### src/rtl/pc_fetch_pkg.sv
// Shared definitions for the PC/fetch-control stage: FSM state encoding,
// HaltCause codes and the default halt instruction encoding.
package pc_fetch_pkg;

    typedef enum logic [1:0] {
        ST_BOOT = 2'd0,
        ST_RUN  = 2'd1,
        ST_HALT = 2'd2
    } fetch_state_e;

    localparam logic [1:0] CAUSE_NONE      = 2'd0;
    localparam logic [1:0] CAUSE_HALT_WORD = 2'd1;
    localparam logic [1:0] CAUSE_RANGE     = 2'd2;
    localparam logic [1:0] CAUSE_MISALIGN  = 2'd3;

    localparam logic [31:0] DEFAULT_HALT_WORD = 32'hFFFF_FFFF;

endpackage

### src/rtl/pc_next_sel.sv
// Next-PC selection for the fetch stage: branch and jump target arithmetic
// plus the JumpReg > Jump > taken-branch > sequential priority mux.
// Purely combinational; all additions wrap modulo 2^ADDRESS_WIDTH.
module pc_next_sel #(
    parameter int ADDRESS_WIDTH = 32
) (
    input  logic [ADDRESS_WIDTH-1:0] pc_plus4,
    input  logic                     branch,
    input  logic                     zero,
    input  logic                     jump,
    input  logic                     jump_reg,
    input  logic [31:0]              sign_imm,
    input  logic [25:0]              jump_target,
    input  logic [ADDRESS_WIDTH-1:0] reg_target,
    output logic [ADDRESS_WIDTH-1:0] next_pc
);

    logic signed [ADDRESS_WIDTH-1:0] imm_ext;
    logic        [ADDRESS_WIDTH-1:0] branch_target;
    logic        [ADDRESS_WIDTH-1:0] jump_addr;

    // Branch offset is in words; sign-extend, then scale to bytes.
    assign imm_ext       = ADDRESS_WIDTH'($signed(sign_imm));
    assign branch_target = pc_plus4 + ADDRESS_WIDTH'(imm_ext <<< 2);
    assign jump_addr     = {pc_plus4[ADDRESS_WIDTH-1:28], jump_target, 2'b00};

    // Priority mux: register jump, then absolute jump, then taken branch.
    always_comb begin
        next_pc = pc_plus4;
        if (jump_reg) begin
            next_pc = reg_target;
        end else if (jump) begin
            next_pc = jump_addr;
        end else if (branch && zero) begin
            next_pc = branch_target;
        end
    end

endmodule

### src/rtl/pc_fetch_unit.sv
// Program counter and fetch control for the single-cycle MIPS core.
// Holds the PC, sequences BOOT -> RUN -> HALT, and halts on a halt word,
// an out-of-range fetch, or (with PC_ALIGN_CHECK_EN defined) a misaligned
// next PC. Without PC_ALIGN_CHECK_EN the next PC's low two bits are cleared.
module pc_fetch_unit
    import pc_fetch_pkg::*;
#(
    parameter int                       ADDRESS_WIDTH = 32,
    parameter int                       INSTR_WIDTH   = 32,
    parameter int                       MEM_DEPTH     = 100,
    parameter logic [ADDRESS_WIDTH-1:0] RESET_PC      = '0,
    parameter logic [INSTR_WIDTH-1:0]   HALT_WORD     = INSTR_WIDTH'(DEFAULT_HALT_WORD)
) (
    input  logic                     CLK,
    input  logic                     RST,
    input  logic                     Stall,
    input  logic                     Branch,
    input  logic                     Zero,
    input  logic                     Jump,
    input  logic                     JumpReg,
    input  logic [31:0]              SignImm,
    input  logic [25:0]              JumpTarget,
    input  logic [ADDRESS_WIDTH-1:0] RegTarget,
    input  logic [INSTR_WIDTH-1:0]   Instr,
    output logic [ADDRESS_WIDTH-1:0] PC,
    output logic [ADDRESS_WIDTH-1:0] PCPlus4,
    output logic                     InstrValid,
    output logic                     Halted,
    output logic [1:0]               HaltCause
);

    localparam logic [ADDRESS_WIDTH-1:0] PC_LIMIT = ADDRESS_WIDTH'(MEM_DEPTH * 4);

    fetch_state_e             state_q, state_d;
    logic [ADDRESS_WIDTH-1:0] pc_q, pc_d;
    logic [1:0]               cause_q, cause_d;
    logic [ADDRESS_WIDTH-1:0] pc_plus4;
    logic [ADDRESS_WIDTH-1:0] sel_pc;
    logic [ADDRESS_WIDTH-1:0] cand_pc;
    logic                     is_halt_word;
    logic                     misaligned;
    logic                     out_of_range;
    logic                     instr_valid;

    assign pc_plus4     = pc_q + ADDRESS_WIDTH'(4);
    assign is_halt_word = (Instr == HALT_WORD);

    pc_next_sel #(
        .ADDRESS_WIDTH(ADDRESS_WIDTH)
    ) u_next_sel (
        .pc_plus4   (pc_plus4),
        .branch     (Branch),
        .zero       (Zero),
        .jump       (Jump),
        .jump_reg   (JumpReg),
        .sign_imm   (SignImm),
        .jump_target(JumpTarget),
        .reg_target (RegTarget),
        .next_pc    (sel_pc)
    );

`ifdef PC_ALIGN_CHECK_EN
    assign cand_pc    = sel_pc;
    assign misaligned = |sel_pc[1:0];
`else
    assign cand_pc    = sel_pc & ~ADDRESS_WIDTH'(3);
    assign misaligned = 1'b0;
`endif

    // Unsigned compare: a wrapped (negative-looking) target is also out of range.
    assign out_of_range = (cand_pc >= PC_LIMIT);

    // State, PC and halt-cause registers; reset returns to BOOT at once.
    always_ff @(posedge CLK or negedge RST) begin
        if (!RST) begin
            state_q <= ST_BOOT;
            pc_q    <= RESET_PC;
            cause_q <= CAUSE_NONE;
        end else begin
            state_q <= state_d;
            pc_q    <= pc_d;
            cause_q <= cause_d;
        end
    end

    // Next-state, next-PC and halt checks; Stall freezes everything but InstrValid.
    always_comb begin
        state_d     = state_q;
        pc_d        = pc_q;
        cause_d     = cause_q;
        instr_valid = 1'b0;
        case (state_q)
            ST_BOOT: begin
                if (!Stall) begin
                    state_d = ST_RUN;
                end
            end
            ST_RUN: begin
                instr_valid = !is_halt_word;
                if (!Stall) begin
                    if (is_halt_word) begin
                        state_d = ST_HALT;
                        cause_d = CAUSE_HALT_WORD;
                    end else if (misaligned) begin
                        state_d = ST_HALT;
                        cause_d = CAUSE_MISALIGN;
                    end else if (out_of_range) begin
                        state_d = ST_HALT;
                        cause_d = CAUSE_RANGE;
                    end else begin
                        pc_d = cand_pc;
                    end
                end
            end
            ST_HALT: begin
                state_d = ST_HALT;
            end
            default: begin
                state_d = ST_BOOT;
            end
        endcase
    end

    assign PC         = pc_q;
    assign PCPlus4    = pc_plus4;
    assign InstrValid = instr_valid;
    assign Halted     = (state_q == ST_HALT);
    assign HaltCause  = cause_q;

endmodule

### config.mk
export PLATFORM = sky130hd
export DESIGN_NAME = pc_fetch_unit
export DESIGN_NICKNAME = d
export VERILOG_FILES = /design/src/rtl/pc_fetch_pkg.sv /design/src/rtl/pc_next_sel.sv /design/src/rtl/pc_fetch_unit.sv
export SDC_FILE = /design/constraint.sdc
export NUM_CORES = 1
export LEC_CHECK = 0
export ABC_AREA = 0
export ABC_CLOCK_PERIOD_IN_PS = 5260
export BUFFER_PORTS_ARGS = -buffer_cell sky130_fd_sc_hd__clkbuf_2
export CORE_UTILIZATION = 50
export CTS_BUF_LIST = sky130_fd_sc_hd__clkbuf_16
export DETAILED_ROUTE_END_ITERATION = 8
export PLACE_DENSITY = 0.82
export SETUP_SLACK_MARGIN = 0.02
export SLEW_MARGIN = 20
export SYNTH_ARGS = -nofsm -noshare
export SYNTH_HDL_FRONTEND = slang
export SYNTH_SLANG_ARGS = --single-unit
### constraint.sdc
create_clock -name CLK -period 5.26 [get_ports CLK]
set_clock_uncertainty 0.15 [all_clocks]
set_input_delay 0.263 -clock CLK [delete_from_list [all_inputs] [get_ports CLK]]
set_output_delay 0.263 -clock CLK [all_outputs]
set_load 0.02 [all_outputs]
==> results_dict.tcl <==
set metrics [dict create \
    wirelength_microns 21590 \
    grt_use_total_pct 38.59 \
    worstSkewPairLatency_ps 270 \
    yosys.cell_types.count 75 \
    drc 0 \
    fp.coreArea_sq_um 9328 \
    ff_latch_area_sq_um 859.6 \
    critPathMaxFanout 7 \
    first_global_vias 6000 \
    final_max_slew_viol_count 0 \
    n_fill_cell 712 \
    fin_ws_ps -42.41 \
    period_share_pct 100.8 \
    dpl.hpwl_microns 16170 \
    cts_made_buffers 5 \
    hp-class "in -> reg" \
    endpoint_kind "register" \
    p_leak_nw 3.424 \
    arrival_ps 5300 \
    min_path_cells 3 \
    clkSinkCount 34 \
    antenna_found_initial 1 \
    cp_top_family "simple AND/OR/NAND/NOR gates" \
    cp-start-kind "register" \
    p_int_mw 0.6370 \
    htreeDepth 2 \
    grt_pass1_wl_microns 30300 \
    p_total_mw 0.9646 \
    synth_edf_count 0 \
    fmax_ghz 0.1886 \
    reg2regPathDepth 20 \
    die_y_microns 100.7 \
    num_vias 6737 \
    required_ps 5250 \
    num_rows 35 \
    setup_viol 5 \
    pin_count 197 \
    synthCells 650 \
    slowest_stage "or4_4" \
    crit_top_cell "buf_4" \
    max_cap_viol_count 0 \
    synthTopCellsByArea "dfrtp_1, ha_1, nand2_1, a21oi_1, xor2_1" \
    relSlewSlack_pct 46.82 \
    drive_above_1_share_pct 40.93 \
    hold_viol 0 \
    die_w_microns 100.7 \
    synth.largest_area_cell "dfrtp_1" \
    switching_share_pct 33.96 \
    seqPwrFrac_pct 29.0 \
    drt_first_pass_iters 6 \
    seq_area_frac_synth_pct 17.47 \
    crit_cells 20 \
    antennaDiodeCount 0 \
    fin_cells 1028 \
    ys.flop_type "dfrtp_1" \
    finalSetupTns_ps -94.23 \
    finalWeightedCongestion 1.061 \
    vias_per_cell 6.554 \
    ys_async_sr_fraction_pct 100.0 \
    nets 1063 \
    cts_tree "yes" \
    wl_per_cell_microns 21.00 \
    fin_util_pct 76.26 \
    ys_seq_elements 34 \
    min_period_ps 5302 \
    final_common_cell "clkbuf_2" \
    p_per_area_nw_per_um2 135.6 \
    syn_avg_cell_area_sq_um 7.494 \
    pwr-share-clk_pct 33.8 \
    mostFrequentLayoutCells "clkbuf_2, buf_4, nand2_1" \
    drt_iter0_drc 731 \
    path_buf_inv 5 \
    ys_warn_count 0 \
    worst_ir_drop_vdd_v 0.0002599 \
    max-clock-path-buffers 2 \
    grt_max_degree 35 \
    max_stage_delay_ps 540 \
    multiInputGateArea_sq_um 4240 \
    initial_utilization_pct 52.22 \
    criticalPathCategory "reg -> reg" \
    syn_area_sq_um 4871 \
    path_cells "buf_4, and3_1, nand4_1, buf_4, nor2_1, xor2_1, ha_1, buf_4, and3_1, and2_1, a22oi_1, a31oi_1, xor2_1, o311ai_0, nand4_1, or4_4, nor4_4, buf_4, buf_12, mux2_1" \
    dieArea_sq_um 10140 \
    portBuffers 188 \
    detail-route-antenna-nets 0 \
    area_delta_synth_final_pct 46.03 \
    netlist.area_leader.share_pct 17.47 \
    cts.clk_slew.worst_paths_ps 50 \
    cts_root_buffer "clkbuf_16" \
    status "complete, but fails checks" \
    violations "setup timing" \
    power_frac_comb_pct 37.1 \
    gr-total-overflow 0 \
    tightest_slew_ps 797.7 \
    power.net_switching_mw 0.3276 \
    dp.cells 999 \
]
[flip-flops by register name, summed over array words and instances, names as in the netlist]
register / count
PC: 30
HaltCause: 2
state_q: 2
[synthesized netlist by cell type (all sizes together), types with 4 or more instances]
master and instances:
dfrtp 34, nor4 18, nand4 26, nand2b 7
clkbuf 26, and4 8, o311ai 4, o2111ai 4
and2 6, nor2 38, xor2 22, or4 6
ha 35, xnor2 17, nor2b 24, nand3 25
nand2 65, buf 10, a21o 10, nor3 30
a211oi 9, mux2 7, mux2i 10, o21ai 36
a21oi 43, o21a 9, and3 10, inv 16
o221ai 5, or3 5, o31ai 5, a31oi 8
o211ai 14
[worst min-delay path: cells and delay by family]
kind                   cells  cell delay (ps)
buffers and inverters      1               70
multiplexers               1              150
AO/OA/AOI/OAI              1              100
[through the flow]
stage	setup slack, ps	cell area (sq um)	hold slack [ps]
floorplan	30.58	4901	-182.6
global placement	100.8	6345	216.3
detailed placement	28.17	6345	227.9
CTS	27.76	6539	201.4
global route	-170.4	7113	209.3
finish	-42.41	7113	215.6
[area by class of cell]
cell class	instances	area share (%)
clock inverters	3	0.5629
repair buffers	274	22.76
inverters	18	0.9499
multi-input cells	565	59.61
clock buffers	5	1.759
flip-flops and latches	34	12.08
well taps	129	2.269
[cells by family (layout without fill, tap and decap cells)]
| group | Yosys count | after routing | share of synthesized area [%] |
|---|---|---|---|
| fa+ha+maj | 36 | 36 | 9.402 |
| buf+inv | 54 | 300 | 4.649 |
| xor+xnor | 39 | 39 | 7.167 |
| compound gates | 186 | 186 | 26.20 |
| flops | 34 | 34 | 17.47 |
| simple gates | 283 | 283 | 31.36 |
| mux | 17 | 17 | 3.673 |
| other cells | 1 | 4 | 0.07699 |
[layer usage]
layer	GRT usage (%)	vias up	share of wire [%]	wire, microns
met4	15.72	2	4.1	887
met5	0	-	0.037	8
met2	62.12	536	46	9868
met1	50.80	3131	38	8212
met3	7.420	106	12	2611
li1	-	2962	-	-
[worst paths after layout]
| kind | end | start | slack, ps |
|---|---|---|---|
| max reg2reg | PC[2] | PC[2] | -40 |
| min | PC[3] | RegTarget[3] | 220 |
| max in group asynchronous | PC[11] | RST | 3950 |
| max | PC[2] | PC[2] | -40 |
| min reg2reg | HaltCause[0] | HaltCause[0] | 380 |
| min in group asynchronous | PC[3] | RST | 460 |
[power by group through the flow]
stage | combinational [mW] | sequential, mW | clock (mW)
2_1_floorplan | 0.202 | 0.282 | 0
3_3_place_gp | 0.316 | 0.283 | 0
3_5_place_dp | 0.330 | 0.284 | 0
4_1_cts | 0.332 | 0.279 | 0.332
5_1_grt | 0.383 | 0.280 | 0.341
6_report | 0.358 | 0.280 | 0.326
[repair_timing]
action,4_1_cts,5_1_grt
endpoints found under the hold margin,34,0
cloned,0,1
endpoints found under the setup margin,6,32
pin swaps,3,20
resized for setup,5,87
buffers inserted,0,19
hold buffers,1,0
Note: power is estimated with default switching activity, not from simulation.
